[src/rtl/keypad_pkg.sv]
// Shared types and constants for the 4x4 matrix keypad scanner.
// Holds the FSM state encoding, default timing parameters and the key map.
package keypad_pkg;

  localparam int SCAN_DIV_DEF     = 4096;
  localparam int DEBOUNCE_CNT_DEF = 20000;

  typedef enum logic [1:0] {
    SCAN       = 2'd0,
    PRESS_DB   = 2'd1,
    HELD       = 2'd2,
    RELEASE_DB = 2'd3
  } state_t;

  // Physical layout: row 3 carries the E/0/F/D keys rather than */0/#/D.
  function automatic logic [3:0] key_map(input logic [1:0] row_idx, input logic [1:0] col_idx);
    logic [3:0] code;
    code = 4'h0;
    case ({row_idx, col_idx})
      4'b00_00: code = 4'h1;
      4'b00_01: code = 4'h2;
      4'b00_10: code = 4'h3;
      4'b00_11: code = 4'hA;
      4'b01_00: code = 4'h4;
      4'b01_01: code = 4'h5;
      4'b01_10: code = 4'h6;
      4'b01_11: code = 4'hB;
      4'b10_00: code = 4'h7;
      4'b10_01: code = 4'h8;
      4'b10_10: code = 4'h9;
      4'b10_11: code = 4'hC;
      4'b11_00: code = 4'hE;
      4'b11_01: code = 4'h0;
      4'b11_10: code = 4'hF;
      4'b11_11: code = 4'hD;
      default:  code = 4'h0;
    endcase
    return code;
  endfunction

endpackage

[src/rtl/sync_2ff.sv]
// Two-flop synchronizer for a bus of independent asynchronous inputs.
// Each bit is synchronized on its own; no cross-bit coherency is implied.
module sync_2ff #(
  parameter int               WIDTH   = 4,
  parameter logic [WIDTH-1:0] RST_VAL = '1
) (
  input  logic             clk,
  input  logic             reset,
  input  logic [WIDTH-1:0] d_i,
  output logic [WIDTH-1:0] q_o
);

  logic [WIDTH-1:0] meta_q;
  logic [WIDTH-1:0] sync_q;

  always_ff @(posedge clk or negedge reset) begin
    if (!reset) begin
      meta_q <= RST_VAL;
      sync_q <= RST_VAL;
    end else begin
      meta_q <= d_i;
      sync_q <= meta_q;
    end
  end

  assign q_o = sync_q;

endmodule

[src/rtl/keypad_scanner.sv]
// 4x4 keypad scanner: rotates an active-low column strobe, debounces the first
// key found and reports one code per press, locking out other keys until release.
module keypad_scanner
  import keypad_pkg::*;
#(
  parameter int SCAN_DIV     = SCAN_DIV_DEF,
  parameter int DEBOUNCE_CNT = DEBOUNCE_CNT_DEF
) (
  input  logic       clk,
  input  logic       reset,
  input  logic [3:0] rows,
  output logic [3:0] cols,
  output logic [3:0] key_code,
  output logic       key_valid,
  output logic       key_held
);

  localparam int CNT_MAX = (SCAN_DIV > DEBOUNCE_CNT) ? SCAN_DIV : DEBOUNCE_CNT;
  localparam int CW      = $clog2(CNT_MAX);
  localparam logic [CW-1:0] DWELL_LAST = CW'(SCAN_DIV - 1);
  localparam logic [CW-1:0] DB_LAST    = CW'(DEBOUNCE_CNT - 1);

  logic [3:0]    rows_s;
  state_t        state_q, state_d;
  logic [1:0]    col_q, col_d;
  logic [1:0]    row_q, row_d;
  logic [CW-1:0] dwell_q, dwell_d;
  logic [CW-1:0] db_q, db_d;
  logic [3:0]    cols_q;
  logic [3:0]    code_q, code_d;
  logic          valid_q, valid_d;
  logic          held_q, held_d;
  logic          any_low;
  logic [1:0]    first_row;
  logic          row_sel;

  sync_2ff #(
    .WIDTH  (4),
    .RST_VAL(4'b1111)
  ) u_row_sync (
    .clk  (clk),
    .reset(reset),
    .d_i  (rows),
    .q_o  (rows_s)
  );

  assign any_low = ~&rows_s;
  assign row_sel = rows_s[row_q];

  // Lowest-index low row wins when several rows in the active column are pressed.
  always_comb begin
    first_row = 2'd3;
    if (!rows_s[0])      first_row = 2'd0;
    else if (!rows_s[1]) first_row = 2'd1;
    else if (!rows_s[2]) first_row = 2'd2;
  end

  always_comb begin
    state_d = state_q;
    col_d   = col_q;
    row_d   = row_q;
    dwell_d = dwell_q;
    db_d    = db_q;
    code_d  = code_q;
    valid_d = 1'b0;
    held_d  = held_q;
    case (state_q)
      SCAN: begin
        if (dwell_q == DWELL_LAST) begin
          dwell_d = '0;
          if (any_low) begin
            row_d   = first_row;
            db_d    = '0;
            state_d = PRESS_DB;
          end else begin
            col_d = col_q + 2'd1;
          end
        end else begin
          dwell_d = dwell_q + 1'b1;
        end
      end
      PRESS_DB: begin
        if (!row_sel) begin
          if (db_q == DB_LAST) begin
            code_d  = key_map(row_q, col_q);
            valid_d = 1'b1;
            held_d  = 1'b1;
            db_d    = '0;
            state_d = HELD;
          end else begin
            db_d = db_q + 1'b1;
          end
        end else begin
          col_d   = col_q + 2'd1;
          db_d    = '0;
          dwell_d = '0;
          state_d = SCAN;
        end
      end
      HELD: begin
        if (row_sel) begin
          db_d    = '0;
          state_d = RELEASE_DB;
        end
      end
      RELEASE_DB: begin
        if (!row_sel) begin
          db_d    = '0;
          state_d = HELD;
        end else if (db_q == DB_LAST) begin
          held_d  = 1'b0;
          col_d   = col_q + 2'd1;
          db_d    = '0;
          dwell_d = '0;
          state_d = SCAN;
        end else begin
          db_d = db_q + 1'b1;
        end
      end
      default: begin
        state_d = SCAN;
      end
    endcase
  end

  // Column drive is registered so the pins never glitch during a column change.
  always_ff @(posedge clk or negedge reset) begin
    if (!reset) begin
      state_q <= SCAN;
      col_q   <= 2'd0;
      row_q   <= 2'd0;
      dwell_q <= '0;
      db_q    <= '0;
      cols_q  <= 4'b1110;
      code_q  <= 4'h0;
      valid_q <= 1'b0;
      held_q  <= 1'b0;
    end else begin
      state_q <= state_d;
      col_q   <= col_d;
      row_q   <= row_d;
      dwell_q <= dwell_d;
      db_q    <= db_d;
      cols_q  <= ~(4'b0001 << col_d);
      code_q  <= code_d;
      valid_q <= valid_d;
      held_q  <= held_d;
    end
  end

  assign cols      = cols_q;
  assign key_code  = code_q;
  assign key_valid = valid_q;
  assign key_held  = held_q;

endmodule

[config.mk]
export PLATFORM = sky130hd
export DESIGN_NAME = keypad_scanner
export DESIGN_NICKNAME = d
export VERILOG_FILES = /design/src/rtl/keypad_pkg.sv /design/src/rtl/sync_2ff.sv /design/src/rtl/keypad_scanner.sv
export SDC_FILE = /design/constraint.sdc
export NUM_CORES = 1
export LEC_CHECK = 0
export ABC_CLOCK_PERIOD_IN_PS = 1900
export CAP_MARGIN = 20
export CORE_MARGIN = 2
export CORE_UTILIZATION = 35
export DETAILED_ROUTE_END_ITERATION = 8
export DONT_BUFFER_PORTS = 1
export SETUP_SLACK_MARGIN = 0.5
export SLEW_MARGIN = 20
export SYNTH_ARGS = -nofsm -noshare
export SYNTH_HDL_FRONTEND = slang
export SYNTH_SLANG_ARGS = --single-unit
[constraint.sdc]
create_clock -name clk -period 1.9 [get_ports clk]
set_input_delay 0.285 -clock clk [delete_from_list [all_inputs] [get_ports clk]]
set_output_delay 0.285 -clock clk [all_outputs]
set_load 0.01 [all_outputs]
==> summary.md <==
| Metric | Value |
|---|---|
| Reg2Reg Setup Slack | `-0.04 ns` |
| Grt total ovfl | `0` |
| Slowest-stage cell, CP | `mux4_2` |
| Top cell family by delay on the critical path | `multiplexers` |
| Dominant combinational cell family by area after synthesis | `simple AND/OR/NAND/NOR gates` |
| Startpoint types | `flip-flop` |
| Most frequent cells in the layout | `buf_4 (54), dfrtp_1 (42), nand2_1 (32)` |
| Non-Filler Instances | `roughly 490` |
| Fill cell count | `741` |
| CTS Buf Count | `5` |
| Initial detailed-routing violation count | `97` |
| Proportion of synthesized chip area in sequential cells | `a little under half` |
| Starting density of the core | `36.5%` |
| Largest net degree at the start of global routing | `55` |
| GP Congestion | `0.815` |
| Post-Syn Area per Cell | `between 9 and 10 um^2` |
| R2R Path Start | `row_q[0]` |
| DR pass1 iterations | `4` |
| CORE AREA | `0.00830 mm^2` |
| Post-DRT Antenna Nets | `0` |
| Synth warnings | `0` |
| Pleak | `about 0.0017 uW` |
| # hold bufs at CTS | `4` |
| Compound-Gate Fraction of Synth Area | `a little under a fifth` |
| Pre-CTS setup slack | `-0.0283 ns` |
| Clk pin slew, worst setup/hold paths | `~0.12 ns` |
| FMAX | `around 0.52 GHz` |
| Crit share post-route | `102%` |
| Syn Inst Count | `320` |
| Fin. max-slew vios | `0` |
| Post-Synth Adder-Cell Area | `around 2.9%` |
| Critical path required time | `about 2.2 ns` |
| Xor/xnor cell area share of the yosys netlist | `less than 1%` |
| Arr. time, crit path | `roughly 2.2 ns` |
| Rows | `33` |
| FF+latch area | `between 0.001 and 0.0015 mm^2` |
| Slew @ Worst Pin | `around 0.35 ns` |
| RSZ-0062 raised after global routing | `true` |
| Tmin final | `about 1.9 ns` |
| Area growth syn-to-layout | `35.6%` |
| Slowest Stage Delay on Critical Path | `around 0.6 ns` |
| Vias in the first global route | `between 2000 and 3000` |
| Die Width | `approximately 97 um` |
| Hold WS | `-0.364 ns` |
| Clock skew | `0.00851 ns` |
| Worst hold path type | `primary input to asynchronous set/reset pin` |
| Buf+Inv Stages, Crit Path | `2` |
| Max-cap violations | `0` |
| Crit. Startpoint | `row_q[0]` |
| Failing checks | `negative hold slack, negative setup slack` |
| Share of the core filled with cells | `between 40% and 50%` |
| Critical path depth in cells | `6` |
| Setup Crit Path Kind | `flip-flop to flip-flop` |
| N_diodes | `0` |
| CTS root buf | `clkbuf_8` |
| Vias post-DR | `2626` |
| All-Layer GR Usage | `between 10% and 20%` |
| Setup ws final | `-0.0414 ns` |
| FF-to-FF path depth | `6` |
| CTS tree | `yes` |
| Post-synthesis cell type count | `55` |
| Post-synth net total | `between 300 and 400` |
| Simple-Gate Fraction of Synth Area | `a little under a quarter` |
| FFs w/ async S/R, synth | `100%` |
| CP Capture Type | `flip-flop` |
| Vias/cell | `5.33` |
| Clk sink count | `between 50 and 60` |
| Drt wl/cell | `14.7 um` |
| Final Hold Fails | `54` |
| Nets | `400` |
| Post-synthesis register bit count | `54` |
| Critical path, cell by cell | `mux4_2, buf_6, a22oi_2, buf_4, mux2i_1, o21a_1` |
| Proportion of layout cells with a drive suffix above 1 | `roughly 40%` |
| I/O Pins | `16` |
| EDFF count, synth | `0` |
| Commonest non-fill, non-tap cell in the layout | `buf_4` |
| Port bufs | `0` |
| PwrDens | `roughly 470 mW/mm^2` |
| Total die area | `between 0.009 and 0.01 mm^2` |
| Vert. Die Dim | `a little under 100 um` |
| WL final | `7.24 mm` |
| Dpl cells | `between 400 and 500` |
| Maximum vdd ir drop | `approximately 0.33 mV` |
| Max clock buf depth | `2` |
| Proportion of synthesized area in mux cells | `under 10%` |
| Multi-input logic area | `about 0.0018 mm^2` |
| Initial antenna violation count | `0` |
| Final setup violation count | `14` |
| Status | `finished with violations` |
| Post-Syn Area | `approximately 0.003 mm^2` |
| DRC viols | `0` |
| H-tree levels | `2` |
| First-pass GRT wire length | `roughly 12 mm` |
| Max FO, Critical Path | `4` |
| Fin Setup TNS | `-0.297 ns` |
| Clock Latency Late Sink | `0.32 ns` |
| Primary FF master, synth | `dfrtp_1` |
| DP Wirelength | `roughly 4.8 mm` |
| Slew Limit Headroom | `between 70% and 80%` |
report_power, final:
part | switching, uW | internal (uW) | leakage (uW)
sequential | 3.30 | 1160 | 0.000701
combinational | 15.5 | 23.9 | 0.000963
clock | 444 | 277 | 0.0000506
total | 462 | 1470 | 0.00171
Yosys cell counts (all sizes together), types with 2 or more instances:
master | instances | area (um^2)
and3 | 4 | 25.0
a21oi | 25 | 148
o21ai | 34 | 174
nor3 | 18 | 101
dfstp | 11 | 289
or4 | 3 | 22.5
inv | 12 | 45.0
o211ai | 4 | 30.0
nand2 | 34 | 128
and4 | 3 | 26.3
nand2b | 3 | 18.8
a21o | 4 | 30.0
a31oi | 2 | 12.5
a211oi | 2 | 20.0
nor4b | 3 | 26.3
mux2i | 12 | 120
xnor2 | 2 | 17.5
or3 | 14 | 87.6
nand3 | 16 | 85.1
buf | 7 | 51.3
mux2 | 3 | 33.8
nor2 | 12 | 45.0
o31ai | 6 | 50.1
ha | 7 | 87.6
nand4 | 7 | 58.8
nor4 | 4 | 40.0
dfrtp | 43 | 1080
clkbuf | 11 | 41.3
path summary, 6_finish.rpt:
check                                  endpoint
min reg2reg                   u_row_sync.q_o[2]
max reg2reg                             cols[1]
min                                 key_code[1]
min in group clk              u_row_sync.q_o[2]
max in group asynchronous  u_row_sync.meta_q[2]
max                                     cols[1]
logic make-up (layout without fill, tap and decap cells):
group	Yosys count	count (layout)
adders and majority gates	7	7
buffers and inverters	30	98
and+or+nand+nor	125	125
muxes	16	16
xor gates and xnor gates	2	2
DFF	54	54
AOI/OAI and AO/OA	86	86
state kept, by name, summed over array words and instances, names as in the netlist, 2 cells and up, named ones only:
register and cells:
cols 4, key_code 4, col_q 2, u_row_sync.q_o 4
dwell_q 15, row_q 2, u_row_sync.meta_q 4, db_q 15
per-stage QoR:
| stage | total power (uW) | hold slack, ns | cell area (um^2) |
|---|---|---|---|
| after detailed placement | 1220 | -0.00949 | 3550 |
| after global routing | 2000 | -0.388 | 4110 |
| final | 1930 | -0.364 | 4110 |
| after global placement | 1210 | -0.00953 | 3550 |
| after CTS | 1950 | -0.375 | 3940 |
| after floorplan | 1200 | -0.0106 | 3130 |
area by class of cell:
class / instances / area share, %
repair buffers: 78 / 17.1
inverters: 12 / 1.10
clock buffers: 5 / 1.68
clock inverters: 3 / 0.701
multi-input cells: 236 / 43.0
well taps: 105 / 3.20
flip-flops and latches: 54 / 33.3
metal layers:
metal	track usage (%)	wire length (um)	share of wire, %	vias to the layer above
met2	28.0	3680	51	31
met3	2.89	155	2.1	8
li1	-	-	-	1306
met1	19.2	3300	46	1281
met4	5.09	104	1.4	0
met5	0	0	0	-
timing repair:
action                     CTS  global route
buffers inserted            14             8
gates cloned                 0             1
pin swaps                   16            10
hold endpoints to repair    58            54
resized for setup           33            31
setup endpoints to repair   46            46
(Power assumes the default switching activity.)
